### config.mk
export PLATFORM = sky130hd
export DESIGN_NAME = mag_result_fifo
export DESIGN_NICKNAME = d
export VERILOG_FILES = /design/src/rtl/mag_result_fifo.sv
export SDC_FILE = /design/constraint.sdc
export NUM_CORES = 1
export LEC_CHECK = 0
export ABC_AREA = 0
export CORE_ASPECT_RATIO = 1.4
export CORE_UTILIZATION = 45
export DETAILED_ROUTE_END_ITERATION = 16
export PLACE_DENSITY = 0.74
export REMOVE_ABC_BUFFERS = 1
export SLEW_MARGIN = 20
export SYNTH_ARGS = -nofsm -noshare
export SYNTH_HDL_FRONTEND = slang
export SYNTH_SLANG_ARGS = --single-unit
### constraint.sdc
create_clock -name clk_i -period 6.8 [get_ports clk_i]
set_input_delay 1.36 -clock clk_i [delete_from_list [all_inputs] [get_ports clk_i]]
set_output_delay 1.36 -clock clk_i [all_outputs]
set_load 0.03 [all_outputs]
### src/rtl/mag_result_fifo.sv
// mag_result_fifo: captures finished results from the vector-magnitude unit,
// converts Q33.16 to a saturated Q(OUT_INT).(OUT_FRAC) word, and queues them
// in a small FIFO behind a valid/ready handshake. Full-FIFO drops are counted.
// Build option: define MAG_ROUND_EN for round-half-up at the output LSB;
// without it the fractional part is truncated.
module mag_result_fifo #(
   parameter int unsigned OUT_INT  = 16,
   parameter int unsigned OUT_FRAC = 8,
   parameter int unsigned DEPTH    = 4
) (
   input  logic                         clk_i,
   input  logic                         rst_i,
   input  logic [32:0]                  yint_i,
   input  logic [15:0]                  ydec_i,
   input  logic                         fl_i,
   input  logic                         m_ready_i,
   output logic                         m_valid_o,
   output logic [OUT_INT+OUT_FRAC-1:0]  m_data_o,
   output logic                         m_sat_o,
   output logic [$clog2(DEPTH):0]       count_o,
   output logic [7:0]                   drop_cnt_o
);

   localparam int unsigned OW   = OUT_INT + OUT_FRAC;
   localparam int unsigned AW   = $clog2(DEPTH);
   localparam int unsigned RAWW = 33 + OUT_FRAC;
   localparam int unsigned RW   = RAWW + 1;

   // Edge detect and stage register
   logic              r_fl_q;
   logic              r_stg_v;
   logic [OW-1:0]     r_stg_data;
   logic              r_stg_sat;

   // FIFO storage and bookkeeping
   logic [OW-1:0]     r_mem_data [DEPTH];
   logic              r_mem_sat  [DEPTH];
   logic [AW-1:0]     r_wr_ptr;
   logic [AW-1:0]     r_rd_ptr;
   logic [AW:0]       r_count;
   logic [7:0]        r_drop_cnt;

   logic              w_cap;
   logic [RAWW-1:0]   w_raw;
   logic              w_rnd_bit;
   logic [RW-1:0]     w_round;
   logic              w_sat;
   logic [OW-1:0]     w_conv;
   logic              w_valid;
   logic              w_full;
   logic              w_pop;
   logic              w_push;
   logic              w_drop;
   logic              w_unused_ydec;

   assign w_cap         = fl_i & ~r_fl_q;
   assign w_raw         = {yint_i, ydec_i[15 -: OUT_FRAC]};
   assign w_unused_ydec = ^ydec_i;

`ifdef MAG_ROUND_EN
   // Rounding bit is the first ydec bit below the kept fraction, if any exists.
   generate
      if (OUT_FRAC < 16) begin : g_rnd
         assign w_rnd_bit = ydec_i[15-OUT_FRAC];
      end else begin : g_nornd
         assign w_rnd_bit = 1'b0;
      end
   endgenerate
`else
   assign w_rnd_bit = 1'b0;
`endif

   // One spare MSB keeps the rounding carry so it can trigger saturation.
   assign w_round = {1'b0, w_raw} + RW'(w_rnd_bit);
   assign w_sat   = |w_round[RW-1:OW];
   assign w_conv  = w_sat ? '1 : w_round[OW-1:0];

   // Handshake and FIFO control
   always_comb begin
      w_valid = (r_count != '0);
      w_full  = (r_count == (AW+1)'(DEPTH));
      w_pop   = w_valid & m_ready_i;
      w_push  = r_stg_v & (~w_full | w_pop);
      w_drop  = r_stg_v & w_full & ~w_pop;
   end

   // Flag edge detect and conversion into the stage register
   always_ff @(posedge clk_i) begin
      if (rst_i) begin
         r_fl_q     <= 1'b1;
         r_stg_v    <= 1'b0;
         r_stg_data <= '0;
         r_stg_sat  <= 1'b0;
      end else begin
         r_fl_q  <= fl_i;
         r_stg_v <= w_cap;
         if (w_cap) begin
            r_stg_data <= w_conv;
            r_stg_sat  <= w_sat;
         end
      end
   end

   // FIFO storage; a push while full lands in the slot being popped this cycle
   always_ff @(posedge clk_i) begin
      if (w_push) begin
         r_mem_data[r_wr_ptr] <= r_stg_data;
         r_mem_sat[r_wr_ptr]  <= r_stg_sat;
      end
   end

   // Pointers, occupancy and drop counter
   always_ff @(posedge clk_i) begin
      if (rst_i) begin
         r_wr_ptr   <= '0;
         r_rd_ptr   <= '0;
         r_count    <= '0;
         r_drop_cnt <= '0;
      end else begin
         if (w_push) r_wr_ptr <= r_wr_ptr + 1'b1;
         if (w_pop)  r_rd_ptr <= r_rd_ptr + 1'b1;
         if (w_push && !w_pop)      r_count <= r_count + 1'b1;
         else if (w_pop && !w_push) r_count <= r_count - 1'b1;
         if (w_drop && r_drop_cnt != 8'hFF) r_drop_cnt <= r_drop_cnt + 1'b1;
      end
   end

   // Head presentation; zero when empty
   always_comb begin
      m_valid_o  = w_valid;
      m_data_o   = w_valid ? r_mem_data[r_rd_ptr] : '0;
      m_sat_o    = w_valid ? r_mem_sat[r_rd_ptr]  : 1'b0;
      count_o    = r_count;
      drop_cnt_o = r_drop_cnt;
   end

endmodule

==> tab_implementation.tex <==
\begin{tabular}{lr}
\hline
Metric & Value \\
\hline
\multicolumn{2}{l}{\textbf{Placed design}} \\
DP HPWL & between 6 and 7 mm \\
Worst setup timing slack at the placement stage & around 2.8 ns \\
Number of port buffers & 81 \\
Dpl cell area & between 6000 and 7000 sq um \\
Routability Congestion & approximately 0.7 \\
\multicolumn{2}{l}{\textbf{Worst hold path}} \\
Hold Startpoint & r\_stg\_data[20] \\
Type of the most critical hold path & reg2reg \\
Cells on Worst Hold Path & 0 \\
Endpoint, Worst Hold & r\_mem\_data[0][20] \\
\multicolumn{2}{l}{\textbf{Timing}} \\
RSZ-0062 raised after global routing & no \\
Post-route fraction of the period consumed by the critical path & 0.603 \\
Max Clk Rate & $\sim$240 MHz \\
Layout Skew & 0.00499 ns \\
Minimum clock period after layout & 4.10 ns \\
Slew Viols, Final & 0 \\
Final Setup Violations & 0 \\
Actual transition at the worst max-transition pin & roughly 0.94 ns \\
Relative slew slack & 0.371 \\
Post-route setup slack & about 2.7 ns \\
Final Hold Viols & 0 \\
Total Negative Setup Slacks & 0 ns \\
Worst hold slack & roughly 0.5 ns \\
\multicolumn{2}{l}{\textbf{Global route}} \\
Largest net degree at the start of global routing & 44 \\
GR peak layer & met2 \\
Number of antenna violations at the first check in global routing & 0 \\
Remaining Overflow, GRT & 0 \\
GR Util met1 & 0.200 \\
Total routing usage reported by global routing & 0.191 \\
Grt met3 use & 0.0514 \\
Via count of the first global-routing pass & 3446 \\
Global-route wire length before repair & $\sim$17 mm \\
Global-route track usage on met2 & 0.343 \\
\multicolumn{2}{l}{\textbf{Clock network}} \\
Cell at the root of the clock tree & sky130\_fd\_sc\_hd\_\_clkbuf\_16 \\
Depth of the CTS H-tree & 4 \\
Deepest clock path buffer count & 2 \\
Later-pin clock latency in the skew report & between 0.4 and 0.5 ns \\
Sinks on the clock net & approximately 140 \\
Buffer count from post-CTS setup fixing & 0 \\
Clock-pin slew on the worst setup and hold paths & about 0.060 ns \\
Clock tree from TritonCTS & yes \\
Number of gates resized after CTS & 0 \\
Clock buffer count from CTS & 17 \\
Hold buffer count at cts & 0 \\
\multicolumn{2}{l}{\textbf{Setup path}} \\
Minimum setup slack among reg-to-reg paths & between 4 and 5 ns \\
Slowest cell delay on critical path & between 0.9 and 1 ns \\
Cell class contributing the biggest share of worst-path delay & flip-flops \\
Startpoint-to-endpoint class of the critical path & reg2out \\
Capturing element type of the critical path & output pin \\
Worst reg2reg path endpoint & count\_o[2] \\
Worst R2R Path Depth & 8 \\
Startpoint of the lowest-slack register-to-register path & count\_o[0] \\
Crit path arrival time & about 2.7 ns \\
Cell at the slowest stage of the critical path & sky130\_fd\_sc\_hd\_\_dfxtp\_2 \\
Sum of buffers and inverters on the critical path & 1 \\
Maximum net fanout on the critical path & 25 \\
Data required, critical path & between 5 and 6 ns \\
Type of element launching the critical path & flop \\
Sequence of cells on the critical path & mux4\_2 > and2\_1 > clkdlybuf4s50\_1 \\
\multicolumn{2}{l}{\textbf{Layout}} \\
Area delta synth->final & 28.6\% \\
Finished Cell Area & 7160 sq um \\
Final \#Nets & slightly above 500 \\
ANT cells & 0 \\
Number of inserted filler cells in the final layout & about 930 \\
Layout cell share with drive strength beyond 1 & 0.150 \\
\multicolumn{2}{l}{\textbf{Logic synthesis}} \\
Syn Inst Count & 371 \\
Post-Syn Area & roughly 5600 sq um \\
Share of synthesized area occupied by flip-flops and latches & 0.698 \\
Count of cell types in the netlist & 31 \\
Portion of synthesized cell area occupied by the leading cell type & 0.539 \\
Yosys warnings & 0 \\
Largest cells by area after synthesis & sky130\_fd\_sc\_hd\_\_edfxtp\_1 54\%, sky130\_fd\_sc\_hd\_\_dfxtp\_1 16\%, sky130\_fd\_sc\_hd\_\_mux4\_2 10\%, sky130\_fd\_sc\_hd\_\_nor3\_1 4.5\%, sky130\_fd\_sc\_hd\_\_and2\_1 3.3\% \\
FF+latch count, synth & about 140 \\
Area leader, netlist & sky130\_fd\_sc\_hd\_\_edfxtp\_1 \\
Average instance area after synthesis & roughly 15 sq um \\
\multicolumn{2}{l}{\textbf{Power}} \\
Pwr per Cell Area & $\sim$380 nW/um\^{}2 \\
Switching power as a share of total power & 0.291 \\
Sequential fraction of design power & 0.376 \\
Leakage power & around 0.0024 uW \\
Internal & 1940 uW \\
Part of the total power dissipated in combinational logic & 0.271 \\
Peak supply drop & 0.000184 V \\
Clock group share of total power & 0.353 \\
Net switching component of the power & approximately 800 uW \\
\multicolumn{2}{l}{\textbf{Routing}} \\
Via count of the routed design & 3294 \\
Post-route ant nets & 0 \\
Routed length per placed instance & $\sim$18 microns \\
Post-route DRC & 0 \\
Mean number of vias per cell & between 5 and 6 \\
Drt first pass iters & 4 \\
Overall routed net length & about 11 mm \\
DRT iter0 DRCs & $\sim$180 \\
\multicolumn{2}{l}{\textbf{Status}} \\
Result of the run & finished, final reports clean \\
\multicolumn{2}{l}{\textbf{Floorplanning}} \\
Cell row count & between 40 and 50 \\
X dimension of the die & approximately 96 microns \\
Die Ht & 134 microns \\
IO Count & 90 \\
Placeable core region & approximately 12000 sq um \\
Die outline area & about 13000 sq um \\
Initial core utilization & 0.466 \\
\multicolumn{2}{l}{\textbf{Job}} \\
Number of max-cap violations & 0 \\
\hline
\end{tabular}
-- cell type report --
class	instances	area, sq um	area share
clock buffer	19	443	0.0618
clock inverter	13	186	0.0260
inverter	4	15.0	0.00210
multi-input combinational	200	1600	0.223
sequential	144	3880	0.542
tap	147	184	0.0257
timing repair buffer	87	851	0.119
-- cells by family (layout without fill, tap and decap cells) --
| logic type | count (synthesis) | in the layout | synth area share |
|---|---|---|---|
| flops | 144 | 144 | 0.698 |
| compound gates | 15 | 15 | 0.0162 |
| xor+xnor | 6 | 6 | 0.00944 |
| buf+inv | 27 | 123 | 0.0191 |
| fa+ha+maj | 7 | 7 | 0.0171 |
| mux | 28 | 28 | 0.107 |
| simple gates | 144 | 144 | 0.134 |
-- power groups by stage --
stage | clock, uW | sequential (uW) | combinational [uW]
3_3_place_gp | 0 | 1050 | 746
5_1_grt | 1020 | 1040 | 794
2_1_floorplan | 0 | 1060 | 435
4_1_cts | 981 | 1040 | 758
3_5_place_dp | 0 | 1060 | 754
6_report | 967 | 1030 | 744
-- worst reg2reg max path, delay by kind of cell (launching register included) --
family                     cells  cell delay [ns]
and+or+nand+nor                3             1.35
adders and majority gates      2             0.58
DFF                            1             0.38
xor gates and xnor gates       1             0.16
AOI/OAI and AO/OA              1             0.13
buffers and inverters          1             0.06
-- cells in the mapped netlist --
cell                       count
sky130_fd_sc_hd__dfxtp_1      44
sky130_fd_sc_hd__o31ai_1       2
sky130_fd_sc_hd__or3_1         5
sky130_fd_sc_hd__clkbuf_1     18
sky130_fd_sc_hd__nor2b_1       3
sky130_fd_sc_hd__nor4_1        3
sky130_fd_sc_hd__or2_2         1
sky130_fd_sc_hd__nand4_1       1
sky130_fd_sc_hd__inv_1         4
sky130_fd_sc_hd__o21ai_0       4
sky130_fd_sc_hd__a41o_1        1
sky130_fd_sc_hd__and2b_1       1
sky130_fd_sc_hd__nor3_1       50
sky130_fd_sc_hd__mux2i_1       3
sky130_fd_sc_hd__and2_1       29
sky130_fd_sc_hd__ha_1          6
sky130_fd_sc_hd__xnor2_1       1
sky130_fd_sc_hd__buf_1         1
sky130_fd_sc_hd__o311ai_1      1
sky130_fd_sc_hd__nor4b_4       1
sky130_fd_sc_hd__fa_1          1
sky130_fd_sc_hd__a21oi_1       6
sky130_fd_sc_hd__or4_1         2
sky130_fd_sc_hd__nand2_1       4
sky130_fd_sc_hd__nor2_1       38
sky130_fd_sc_hd__mux4_2       25
sky130_fd_sc_hd__a31oi_1       1
sky130_fd_sc_hd__xor2_1        5
sky130_fd_sc_hd__edfxtp_1    100
sky130_fd_sc_hd__buf_2         4
sky130_fd_sc_hd__nand3_1       6
-- per-stage QoR --
stage	util	instances	total power [uW]
floorplan	-	348	1490
global placement	0.546	582	1800
detailed placement	0.547	582	1810
CTS	0.600	614	2780
global route	0.600	614	2860
finish	0.600	614	2740
-- registers in the layout, indices dropped and copies added, names as in the netlist, 2 cells and up, named ones only --
name	flops
drop_cnt_o	8
r_mem_sat	4
r_mem_data	96
r_wr_ptr	2
r_rd_ptr	2
r_stg_data	24
count_o	3
-- how the worst max path moves through the flow --
| stage | from | end | slack, ns | cells past startpoint |
|---|---|---|---|---|
| 6_report | flop | m_data_o[10] | 2.70 | 3 |
| 5_1_grt | flop | m_data_o[13] | 2.53 | 3 |
| 4_1_cts | flop | m_data_o[16] | 2.59 | 3 |
| 3_5_place_dp | fl_i | r_stg_data[19] | 2.81 | 6 |
| 3_3_place_gp | fl_i | r_stg_data[19] | 2.83 | 6 |
| 2_1_floorplan | fl_i | r_stg_data[0] | 3.28 | 4 |
-- routing by layer --
metal	vias up	part of all wire
met3	12	0.055
li1	1563	-
met1	1630	0.37
met4	0	0.019
met5	-	0
met2	89	0.55
-- cells in the final DEF (no fill, tap or decap), types with 2 or more instances in the layout --
master,n
sky130_fd_sc_hd__a21oi_1,6
sky130_fd_sc_hd__and2_1,29
sky130_fd_sc_hd__buf_4,6
sky130_fd_sc_hd__bufinv_16,4
sky130_fd_sc_hd__clkbuf_16,17
sky130_fd_sc_hd__clkdlybuf4s50_1,80
sky130_fd_sc_hd__clkinv_2,3
sky130_fd_sc_hd__clkinv_4,4
sky130_fd_sc_hd__dfxtp_1,43
sky130_fd_sc_hd__edfxtp_1,100
sky130_fd_sc_hd__ha_1,6
sky130_fd_sc_hd__inv_1,4
sky130_fd_sc_hd__mux2i_1,3
sky130_fd_sc_hd__mux4_2,25
sky130_fd_sc_hd__nand2_1,4
sky130_fd_sc_hd__nand3_1,4
sky130_fd_sc_hd__nand3_2,2
sky130_fd_sc_hd__nor2_1,38
sky130_fd_sc_hd__nor2b_1,2
sky130_fd_sc_hd__nor3_1,50
sky130_fd_sc_hd__nor4_1,3
sky130_fd_sc_hd__o21ai_0,4
sky130_fd_sc_hd__o31ai_1,2
sky130_fd_sc_hd__or3_1,5
sky130_fd_sc_hd__or4_1,2
sky130_fd_sc_hd__xor2_1,5
(Power assumes the default switching activity.)
==> edit, RTL diff (config.mk and constraints unchanged) <==
Register the output `count_o`, without a reset; this adds one clock of latency there. The other outputs are not delayed to match.
--- a/src/rtl/mag_result_fifo.sv
+++ b/src/rtl/mag_result_fifo.sv
@@ -25,6 +25,8 @@
    localparam int unsigned AW   = $clog2(DEPTH);
    localparam int unsigned RAWW = 33 + OUT_FRAC;
    localparam int unsigned RW   = RAWW + 1;
+
+   logic [$clog2(DEPTH):0] count_d;
 
    // Edge detect and stage register
    logic              r_fl_q;
@@ -130,8 +132,12 @@
       m_valid_o  = w_valid;
       m_data_o   = w_valid ? r_mem_data[r_rd_ptr] : '0;
       m_sat_o    = w_valid ? r_mem_sat[r_rd_ptr]  : 1'b0;
-      count_o    = r_count;
+      count_d    = r_count;
       drop_cnt_o = r_drop_cnt;
+   end
+
+   always_ff @(posedge clk_i) begin
+      count_o <= count_d;
    end
 
 endmodule
Function: changed (a bounded check fails within 4 cycles, from zero or initial values and one cycle with rst_i high).
==> edit against the original RTL <==
Worst setup slack worse by 52 ps; largest cell class unchanged; critical path depth stayed put; hold slack got worse by 98 ps; final cell count rose by 1.1%; cell area grew 0.45%; utilization is 1.3 points lower; critical endpoint is now m_sat_o; critical path type unchanged; wire length rose by 2.1%; area after synthesis increased by 1.1%; power shrank 0.50%; clock power down 4.3%; clock skew grew 5.3 ps; sequential cell count is 3 higher.
==> edit: results <==
group,metric,value,unit
status,run_status,"completed",
cells_and_area,final_nets,518,
synth,synth.distinct_cells,31,
worst_setup_path,terminus_of_the_critical_flop_to_flop_path,"count_d[2]",
cells_and_area,layout_fillers,966,
cells_and_area,final_layout_size_suffix_gt1_share,14.9,%
worst_setup_path,worst_ep_arrival_time,2790,ps
worst_setup_path,regToRegSetupSlack,4050,ps
timing,fin_skew,10.3,ps
placed_design,postPlaceCellArea,6600,um2
worst_setup_path,timing.rr.start,"count_d[0]",
power_and_ir_drop,ir_worst_vdd,0.000223,V
worst_hold_path,hold_path.startpoint,"count_d[2]",
placed_design,gp_routability_congestion,0.726,
route,first_pass_iters,7,
clock_network,worst_skew_pair.late_latency,410,ps
global_routing,grt.total_usage,19.2,%
route,drt_first_iter_violations,207,
power_and_ir_drop,power.static_leakage,2.39,nW
synth,synth_common_cells,"edfxtp_1 (100), nor3_1 (50), dfxtp_1 (47)",
global_routing,grt_pass1_wl,17.5,mm
worst_setup_path,worst_path_largest_cell_delay,930,ps
placed_design,place_ws,3030,ps
placed_design,dpl_wire_length,6.60,mm
global_routing,number_of_global_route_vias_before_repair,3515,
synth,synth.top_cells.by_area,"edfxtp_1 (53%), dfxtp_1 (17%), mux4_2 (10%), nor3_1 (4.4%), and2_1 (3.2%)",
worst_hold_path,min_delay_endpoint,"count_o[2]",
synth,seq_area_frac_synth,70.1,%
cells_and_area,largest_register_ffs,96,
edit: layer usage:
metal,global-route usage [%],share of wire [%]
met1,20.4,38
met2,33.7,55
met3,5.61,4.9
met4,9.56,2.2
met5,0,0
edit: how the worst max path moves through the flow:
stage          startpoint        endpoint  slack, ps  depth (start not counted)
2_1_floorplan        fl_i   r_stg_data[0]       3280                          4
3_3_place_gp         fl_i  r_stg_data[10]       2890                          6
3_5_place_dp    flip-flop     m_data_o[5]       3030                          3
4_1_cts         flip-flop         m_sat_o       2550                          3
5_1_grt         flip-flop         m_sat_o       2480                          3
6_report        flip-flop         m_sat_o       2650                          3
edit: cell families after synthesis:
| kind of cell | synth area share [%] |
|---|---|
| multiplexers | 10.5 |
| XOR/XNOR | 0.934 |
| adder cells (fa/ha/maj) | 1.69 |
| buffers and inverters | 1.89 |
| AND/OR/NAND/NOR | 13.3 |
| AO/OA/AOI/OAI | 1.60 |
| flip-flops | 70.1 |
edit: per-stage QoR:
step                      utilization, %  std cells  hold WS [ps]
final                               58.7        621           401
after floorplan                        -        351           365
after global routing                58.7        621           417
after global placement              53.8        589           386
after detailed placement            53.9        589           396
after CTS                           58.7        621           405
edit: power by group:
| group | switching [W] | internal, W | leakage, nW |
|---|---|---|---|
| logic | 0.000395 | 0.000351 | 0.798 |
| clock network | 0.000375 | 0.000550 | 0.283 |
| registers | 0.0000672 | 0.000992 | 1.31 |
edit: area by class of cell:
class                           count  area (um2)  area share, %
Multi-Input combinational cell    200        1590           22.1
Sequential cell                   147        3950           54.8
Inverter                            4        15.0          0.209
Clock buffer                       17         425           5.91
Tap cell                          150         188           2.61
Clock inverter                     15         170           2.37
Timing Repair Buffer               88         858           11.9
